`config.mk`:
```
export PLATFORM = sky130hd
export DESIGN_NAME = bist_datapath
export DESIGN_NICKNAME = d
export VERILOG_FILES = /design/src/rtl/bist_pkg.sv /design/src/rtl/bist_addr_counter.sv /design/src/rtl/bist_datapath.sv
export SDC_FILE = /design/constraint.sdc
export NUM_CORES = 1
export LEC_CHECK = 0
export BUFFER_PORTS_ARGS = -buffer_cell sky130_fd_sc_hd__buf_4
export CAP_MARGIN = 25
export CORE_MARGIN = 4
export CORE_UTILIZATION = 40
export CTS_BUF_LIST = sky130_fd_sc_hd__clkbuf_8
export CTS_CLUSTER_DIAMETER = 100
export DETAILED_ROUTE_END_ITERATION = 7
export PLACE_DENSITY = 0.84
export SLEW_MARGIN = 20
export SYNTH_ARGS = -nofsm -noshare
export SYNTH_HDL_FRONTEND = slang
export SYNTH_SLANG_ARGS = --single-unit
```
`constraint.sdc`:
```
create_clock -name clk -period 3.5 [get_ports clk]
set_clock_uncertainty 0.1 [all_clocks]
set_input_delay 0.875 -clock clk [delete_from_list [all_inputs] [get_ports clk]]
set_output_delay 0.875 -clock clk [all_outputs]
set_load 0.02 [all_outputs]
```
`src/rtl/bist_pkg.sv`:
```
// bist_pkg: shared widths and the background-pattern helper for the BIST datapath.
package bist_pkg;
   localparam int ADDR_W_DEF = 4;
   localparam int DATA_W_DEF = 8;
   localparam int ERR_W = 16;
   localparam int MAX_DATA_W = 64;
   function automatic logic [MAX_DATA_W-1:0] bg_pattern(input logic b);
      return {MAX_DATA_W{b}};
   endfunction
endpackage

```
`src/rtl/bist_addr_counter.sv`:
```
// bist_addr_counter: prioritized up/down address counter with terminal-count carry.
module bist_addr_counter #(
   parameter int ADDR_W = 4
) (
   input  logic              clk,
   input  logic              rst,
   input  logic              reset,
   input  logic              preset,
   input  logic              en,
   input  logic              up_down,
   output logic [ADDR_W-1:0] cnt,
   output logic              carry
);
   always_ff @(posedge clk)
      if (rst || reset) cnt <= '0;
      else if (preset) cnt <= '1;
      else if (en) cnt <= up_down ? cnt + 1'b1 : cnt - 1'b1;
   assign carry = up_down ? &cnt : ~|cnt;
endmodule

```
`src/rtl/bist_datapath.sv`:
```
// bist_datapath: BIST address counter, memory strobes and read-compare pipeline; BIST_DATAPATH_ERRLOG_EN adds the error log.
module bist_datapath import bist_pkg::*; #(
   parameter int ADDR_W = ADDR_W_DEF,
   parameter int DATA_W = DATA_W_DEF
) (
   input  logic              clk,
   input  logic              rst,
   input  logic              reset,
   input  logic              preset,
   input  logic              en,
   input  logic              up_down,
   input  logic              wr,
   input  logic              out,
   output logic              carry,
   output logic              is_equal,
   output logic              cmp_valid,
   output logic [ADDR_W-1:0] mem_addr,
   output logic              mem_we,
   output logic [DATA_W-1:0] mem_wdata,
   output logic              mem_re,
   input  logic [DATA_W-1:0] mem_rdata
`ifdef BIST_DATAPATH_ERRLOG_EN
   ,
   output logic [ERR_W-1:0]  err_cnt,
   output logic [ADDR_W-1:0] fail_addr,
   output logic              fail_seen
`endif
);
   logic acc, pend, exp_q, match;
   bist_addr_counter #(.ADDR_W(ADDR_W)) u_cnt (
      .clk(clk), .rst(rst), .reset(reset), .preset(preset), .en(en),
      .up_down(up_down), .cnt(mem_addr), .carry(carry)
   );
   assign acc = en & ~reset & ~preset & ~rst;
   assign mem_we = acc & wr;
   assign mem_re = acc & ~wr;
   assign mem_wdata = DATA_W'(bg_pattern(out));
   assign match = mem_rdata == DATA_W'(bg_pattern(exp_q));
   always_ff @(posedge clk)
      if (rst) begin
         pend <= 1'b0;
         cmp_valid <= 1'b0;
         is_equal <= 1'b1;
         exp_q <= 1'b0;
      end else begin
         pend <= mem_re;
         cmp_valid <= pend;
         if (mem_re) exp_q <= out;
         if (pend) is_equal <= match;
      end
`ifdef BIST_DATAPATH_ERRLOG_EN
   logic [ADDR_W-1:0] addr_q;
   always_ff @(posedge clk)
      if (rst) begin
         addr_q <= '0;
         err_cnt <= '0;
         fail_addr <= '0;
         fail_seen <= 1'b0;
      end else begin
         if (mem_re) addr_q <= mem_addr;
         if (pend && !match) begin
            if (~&err_cnt) err_cnt <= err_cnt + 1'b1;
            if (!fail_seen) begin
               fail_addr <= addr_q;
               fail_seen <= 1'b1;
            end
         end
      end
`endif
endmodule

```
==> out/metrics.csv, run 1 <==
stage;metric;value;unit
status;outcome;completed;
worst_setup_path;first element of the critical path;preset;
floorplanning;Starting Density;42.31;%
worst_setup_path;WP data arrival;1840;ps
placed_design;placed insts;102;
timing;final setup TNS;0;ps
cts;clk sinks;8;
drt;DRC viols;0;
floorplanning;die area;2034;µm²
placed_design;Detail Placement HPWL;1007;µm
floorplanning;Rows;13;
timing;fmax;354.9;MHz
grt;initial antenna violation count;0;
synthesis;Post-Syn Area;550.5;µm²
final_layout;Antenna Cells;0;
floorplanning;total core area;1301;µm²
drt;routed length per instance;11.34;µm
cts;CTS Buffer Depth;2;
synthesis;post-synth net total;83;
final_layout;Area Growth Syn to Fin;42.27;%
grt;grt ovf;0;
drt;Starting DRT DRC Count;19;
cts;Worst-path clk slew;40;ps
cts;hold buffers post-CTS;0;
grt;first-pass GRT wire length;1966;µm
synthesis;Warnings, synthesis;0;
grt;number of global-route vias before repair;542;
drt;via count;570;
timing;Final min period;2818;ps
placed_design;GP Congestion;0.8471;
cts;clk_lat worst skew;220;ps
worst_setup_path;worst endpoint required time;2520;ps
placed_design;I/O Buffers;32;
cts;CTS tree;built;
job;max_cap viols;0;
pwr;Seq pwr share;36.0;%
timing;Final Hold Vio Count;0;
floorplanning;DIE HEIGHT;45.10;µm
synthesis;Unique masters post-synth;30;
worst_hold_path;Worst Hold Class;reg2reg;
worst_setup_path;class of the most critical setup path;in2out;
cts;total CTS buffers;3;
final_layout;share of layout cells above drive strength 1;43.33;%
cts;Root Driver;clkbuf_8;
final_layout;Non-Filler Instances;105;
cts;CTS H-tree lvls;1;
pwr;Leak;0.3622;nW
drt;final wirelength;1191;µm
pwr;Peak supply drop;0.1986;mV
synthesis;post-synthesis sequential area ratio;29.09;%
drt;DRT Pass-1 Iters;3;
grt;Total Routing Usage GR;13.09;%
timing;unrepaired setup endpoints after global routing;false;
worst_hold_path;hold_sp;pend$_SDFF_PP0_;
cts;post-cts resize count;0;
synthesis;Post-Synthesis Cells;64;
pwr;Internal;0.2059;mW
pwr;P_sw;0.07400;mW
worst_setup_path;Crit Path Max Fanout;9;
final_layout;most frequent cells in the layout;buf_4, dfxtp_1, nor2_1;
timing;final-report max-slew violation count;0;
cts;Setup Buffers After CTS;0;
drt;Routed Antenna Nets;0;
worst_setup_path;nature of the critical path endpoint;output port;
final_layout;nets@finish;111;
timing;Final period util;80.50;%
synthesis;Seq cells post-synth;8;
grt;largest net degree at the start of global routing;10;
worst_setup_path;R2R Path Start;u_cnt.cnt[0]$_SDFFE_PP0P_;
worst_setup_path;crit start category;input port;
timing;worst-case headroom to the max-slew limit;80.81;%
final_layout;commonest non-fill, non-tap cell in the layout;buf_4;
pwr;combinational share of power;25.5;%
drt;Vias/cell;5.429;
pwr;PD cells;357.4;nW/µm²
pwr;clock power share;38.6;%
synthesis;mean post-synth cell area;8.602;µm²
timing;final setup fails;0;
pwr;Sw Share;26.43;%
floorplanning;io pins;33;
floorplanning;die width;45.10;µm
timing;Slew @ Worst Pin;287.5;ps
-- area by class of cell --
type	count	area, µm²
fill	121	518.0
multi-input combinational	45	315.3
timing repair buffer	32	240.2
sequential	8	160.2
clock buffer	3	41.29
tap	15	18.77
inverter	2	7.507
-- flip-flops by register name, summed over array words and instances, names as in the netlist --
| register | flops |
|---|---|
| cmp_valid | 1 |
| is_equal | 1 |
| pend | 1 |
| exp_q | 1 |
| u_cnt.cnt | 4 |
-- kinds of logic after synthesis --
family,count (synthesis),synth area share [%]
AND/OR/NAND/NOR,26,28.41
AO/OA/AOI/OAI,13,15.46
buffers and inverters,11,13.64
flip-flops,8,29.09
adder cells (fa/ha/maj),3,8.181
XOR/XNOR,2,3.182
multiplexers,1,2.045
-- per-layer routing --
metal / vias up / global-route usage, % / share of wire (%)
met5: - / 0 / 0
met4: 0 / 7.602 / 1.7
met3: 4 / 3.586 / 11
met2: 33 / 22.03 / 44
met1: 251 / 14.60 / 43
li1: 282 / - / -
-- critical path, stage by stage --
cell and delay [ps]:
buf_4 140, or4b_4 560, nor2_1 110, buf_4 150
-- cells in the mapped netlist --
cell,n,area share (%)
or3_2,1,1.4
a22oi_1,1,1.4
mux2_2,1,2.0
a221oi_1,1,1.6
or3_1,1,1.1
ha_1,2,4.5
dfxtp_1,8,29
xor2_1,1,1.6
a31oi_1,1,1.1
o21ai_0,2,1.8
a21oi_1,3,2.7
nand4_1,2,2.3
o21a_1,3,4.1
nand4b_1,1,1.6
nor4_1,2,2.3
nor3_1,3,2.7
fa_1,1,3.6
nand2_1,2,1.4
nor2_1,6,4.1
o31ai_1,1,1.4
a21o_1,1,1.4
or3b_2,1,1.6
xnor2_1,1,1.6
or4b_4,1,2.5
or3b_1,1,1.6
nand4bb_1,1,2.0
buf_4,9,12
inv_1,2,1.4
nor2b_1,1,1.1
nand3_1,3,2.7
-- metrics by stage --
| stage | hold WS, ps | setup WS [ps] | area, µm² | util [%] | total power [mW] |
|---|---|---|---|---|---|
| after CTS | 379.7 | 670.3 | 783.3 | 60.19 | 0.2837 |
| after global routing | 409.5 | 638.3 | 783.3 | 60.19 | 0.2943 |
| after detailed placement | 374.5 | 678.3 | 742.0 | 57.02 | 0.1742 |
| after global placement | 373.9 | 707.1 | 742.0 | 57.02 | 0.1726 |
| after floorplan | 359.6 | 744.8 | 550.5 | - | 0.1447 |
| final | 379.0 | 682.4 | 783.3 | 60.19 | 0.2799 |
-- worst paths after layout --
path,depth (start not counted),to,slack (ps)
max,4,mem_re,680
min,1,cmp_valid$_SDFF_PP0_,380
max reg2reg,3,u_cnt.cnt[1]$_SDFFE_PP0P_,1930
min reg2reg,1,cmp_valid$_SDFF_PP0_,380
-- power by group through the flow --
| stage | logic [mW] | registers, mW | clock network (mW) |
|---|---|---|---|
| final | 0.0713 | 0.101 | 0.108 |
| after global routing | 0.0778 | 0.102 | 0.115 |
| after CTS | 0.0723 | 0.101 | 0.111 |
| after detailed placement | 0.0721 | 0.102 | 0 |
| after global placement | 0.0705 | 0.102 | 0 |
| after floorplan | 0.0396 | 0.105 | 0 |
Power figures use the tool's default switching activity.
==> inputs of run 2 (changes only) <==
--- a/config.mk
+++ b/config.mk
@@ -8,11 +8,11 @@
 export BUFFER_PORTS_ARGS = -buffer_cell sky130_fd_sc_hd__buf_4
 export CAP_MARGIN = 25
 export CORE_MARGIN = 4
-export CORE_UTILIZATION = 40
+export CORE_UTILIZATION = 39
 export CTS_BUF_LIST = sky130_fd_sc_hd__clkbuf_8
 export CTS_CLUSTER_DIAMETER = 100
 export DETAILED_ROUTE_END_ITERATION = 7
-export PLACE_DENSITY = 0.84
+export PLACE_DENSITY = 0.85
 export SLEW_MARGIN = 20
 export SYNTH_ARGS = -nofsm -noshare
 export SYNTH_HDL_FRONTEND = slang
==> constraint.sdc (replaced) <==
create_clock -name clk -period 2.3 [get_ports clk]
set_clock_uncertainty 0.1 [all_clocks]
set_input_delay 0.575 -clock clk [delete_from_list [all_inputs] [get_ports clk]]
set_output_delay 0.575 -clock clk [all_outputs]
set_load 0.02 [all_outputs]
==> run 2 against run 1 <==
Sequential power is 51% higher. Clock power is 55% higher. Via count is 4.7% higher. Final area is 0.96% higher. First-iteration DRC count is 84% lower. Global-route usage is 2.9 points higher. Critical path type unchanged. Utilization is 0.17 points lower. Largest power group unchanged. Largest cell class unchanged.
==> out/metrics.csv, run 2 (synthesis results as in run 1) <==
stage;metric;value;unit;change
floorplanning;DIE HEIGHT;45.57;µm;was 45.10 µm
pwr;P_sw;0.1179;mW;was 0.07400 mW
drt;routed length per instance;13.47;µm;was 11.34 µm
grt;largest net degree at the start of global routing;10;;unchanged
worst_setup_path;Crit Path Max Fanout;5;;was 9
timing;unrepaired setup endpoints after global routing;false;;unchanged
placed_design;placed insts;103;;was 102
worst_hold_path;Worst Hold Class;reg2reg;;unchanged
pwr;Peak supply drop;0.3120;mV;was 0.1986 mV
grt;number of global-route vias before repair;601;;was 542
final_layout;share of layout cells above drive strength 1;43.96;%;was 43.33%
drt;final wirelength;1428;µm;was 1191 µm
cts;post-cts resize count;0;;unchanged
timing;fmax;455.2;MHz;
floorplanning;total core area;1318;µm²;was 1301 µm²
cts;Root Driver;clkbuf_8;;unchanged
timing;Final Hold Vio Count;0;;unchanged
timing;final setup TNS;0;ps;unchanged
pwr;Total Power;0.4329;mW;was 0.2799 mW
job;max_cap viols;0;;unchanged
grt;M1 GR Usage;14.52;%;was 14.60%
timing;setup ws final;103.4;ps;was 682.4 ps
placed_design;Placed Area;749.5;µm²;was 742.0 µm²
timing;worst-case headroom to the max-slew limit;80.80;%;was 80.81%
drt;Routed Antenna Nets;0;;unchanged
pwr;Seq pwr share;35.5;%;was 36.0%
placed_design;Detail Placement HPWL;1195;µm;was 1007 µm
grt;initial antenna violation count;0;;unchanged
grt;GR Util met3;3.953;%;was 3.586%
timing;Slew @ Worst Pin;287.6;ps;was 287.5 ps
final_layout;Non-Filler Instances;106;;was 105
grt;M2 GR Usage;31.20;%;was 22.03%
placed_design;I/O Buffers;32;;unchanged
floorplanning;Rows;13;;unchanged
grt;GRT busiest layer;met2;;unchanged
grt;Total Routing Usage GR;15.99;%;was 13.09%
timing;Final min period;2197;ps;
final_layout;Finished Cell Area;790.8;µm²;was 783.3 µm²
floorplanning;io pins;33;;unchanged
pwr;Leak;0.3670;nW;was 0.3622 nW
worst_setup_path;worst endpoint required time;1620;ps;was 2520 ps
pwr;clock power share;38.6;%;about the same
placed_design;GP Congestion;0.8182;;was 0.8471
status;outcome;completed;;unchanged
cts;clk sinks;8;;unchanged
pwr;combinational share of power;25.9;%;was 25.5%
worst_setup_path;WP data arrival;1520;ps;was 1840 ps
placed_design;pre-CTS setup slack;93.99;ps;was 678.3 ps
final_layout;number of flip-flops in the largest register;4;;unchanged
final_layout;commonest non-fill, non-tap cell in the layout;buf_4;;unchanged
final_layout;nets@finish;112;;was 111
floorplanning;die width;45.57;µm;was 45.10 µm
final_layout;Area Growth Syn to Fin;43.64;%;was 42.27%
timing;final-report max-slew violation count;0;;unchanged
cts;total CTS buffers;3;;unchanged
cts;Worst-path clk slew;40;ps;about the same
final_layout;Core Util, Final;60.02;%;was 60.19%
cts;CTS H-tree lvls;1;;unchanged
worst_setup_path;nature of the critical path endpoint;output port;;unchanged
final_layout;Antenna Cells;0;;unchanged
floorplanning;Starting Density;41.79;%;was 42.31%
cts;CTS tree;built;;unchanged
worst_setup_path;class of the most critical setup path;in2out;;unchanged
final_layout;most flop-heavy register;u_cnt.cnt;;unchanged
pwr;Internal;0.3150;mW;was 0.2059 mW
drt;DRT Pass-1 Iters;2;;was 3
final_layout;most frequent cells in the layout;buf_4, dfxtp_1, nor2_1;;unchanged
pwr;PD cells;547.4;nW/µm²;was 357.4 nW/µm²
cts;CTS Buffer Depth;2;;unchanged
drt;DRC viols;0;;unchanged
drt;Starting DRT DRC Count;3;;was 19
pwr;Sw Share;27.24;%;was 26.43%
worst_setup_path;crit start category;input port;;unchanged
cts;clk_lat worst skew;230;ps;was 220 ps
timing;hold slack;390.7;ps;was 379.0 ps
floorplanning;die area;2077;µm²;was 2034 µm²
timing;final setup fails;0;;unchanged
drt;Vias/cell;5.632;;was 5.429
cts;hold buffers post-CTS;0;;unchanged
drt;via count;597;;was 570
grt;grt ovf;0;;unchanged
grt;first-pass GRT wire length;2421;µm;was 1966 µm
timing;Final period util;95.50;%;
cts;Setup Buffers After CTS;0;;unchanged
==> run 2: layer usage <==
layer / vias to the layer above / wire length, µm
met3: 2 / 159
met2: 33 / 744
met5: - / 0
li1: 285 / -
met4: 0 / 14
met1: 277 / 509
==> run 2: area by class of cell <==
cell class              instances  area, µm²
clock buffers                   3      41.29
fillers                       124      526.8
inverters                       2      7.507
multi-input cells              45      315.3
flip-flops and latches          8      160.2
well taps                      15      18.77
repair buffers                 33      247.7
==> run 2: path summary, 6_finish.rpt <==
| path | start | endpoint | slack (ps) | cells past startpoint |
|---|---|---|---|---|
| hold / removal | pend$_SDFF_PP0_ | cmp_valid$_SDFF_PP0_ | 390 | 1 |
| setup / recovery | preset | mem_re | 100 | 4 |
| hold reg to reg | pend$_SDFF_PP0_ | cmp_valid$_SDFF_PP0_ | 390 | 1 |
| setup reg to reg | u_cnt.cnt[0]$_SDFFE_PP0P_ | u_cnt.cnt[1]$_SDFFE_PP0P_ | 700 | 3 |
==> run 2: critical path: stages <==
cell	delay, ps
buf_4	120
or4b_4	560
nor2_1	120
buf_4	150
==> run 2: power by group through the flow <==
stage	clock, mW	sequential [mW]	combinational [mW]
4_1_cts	0.171	0.154	0.114
3_3_place_gp	0	0.155	0.109
3_5_place_dp	0	0.156	0.112
5_1_grt	0.177	0.155	0.124
6_report	0.167	0.153	0.112
2_1_floorplan	0	0.160	0.0602
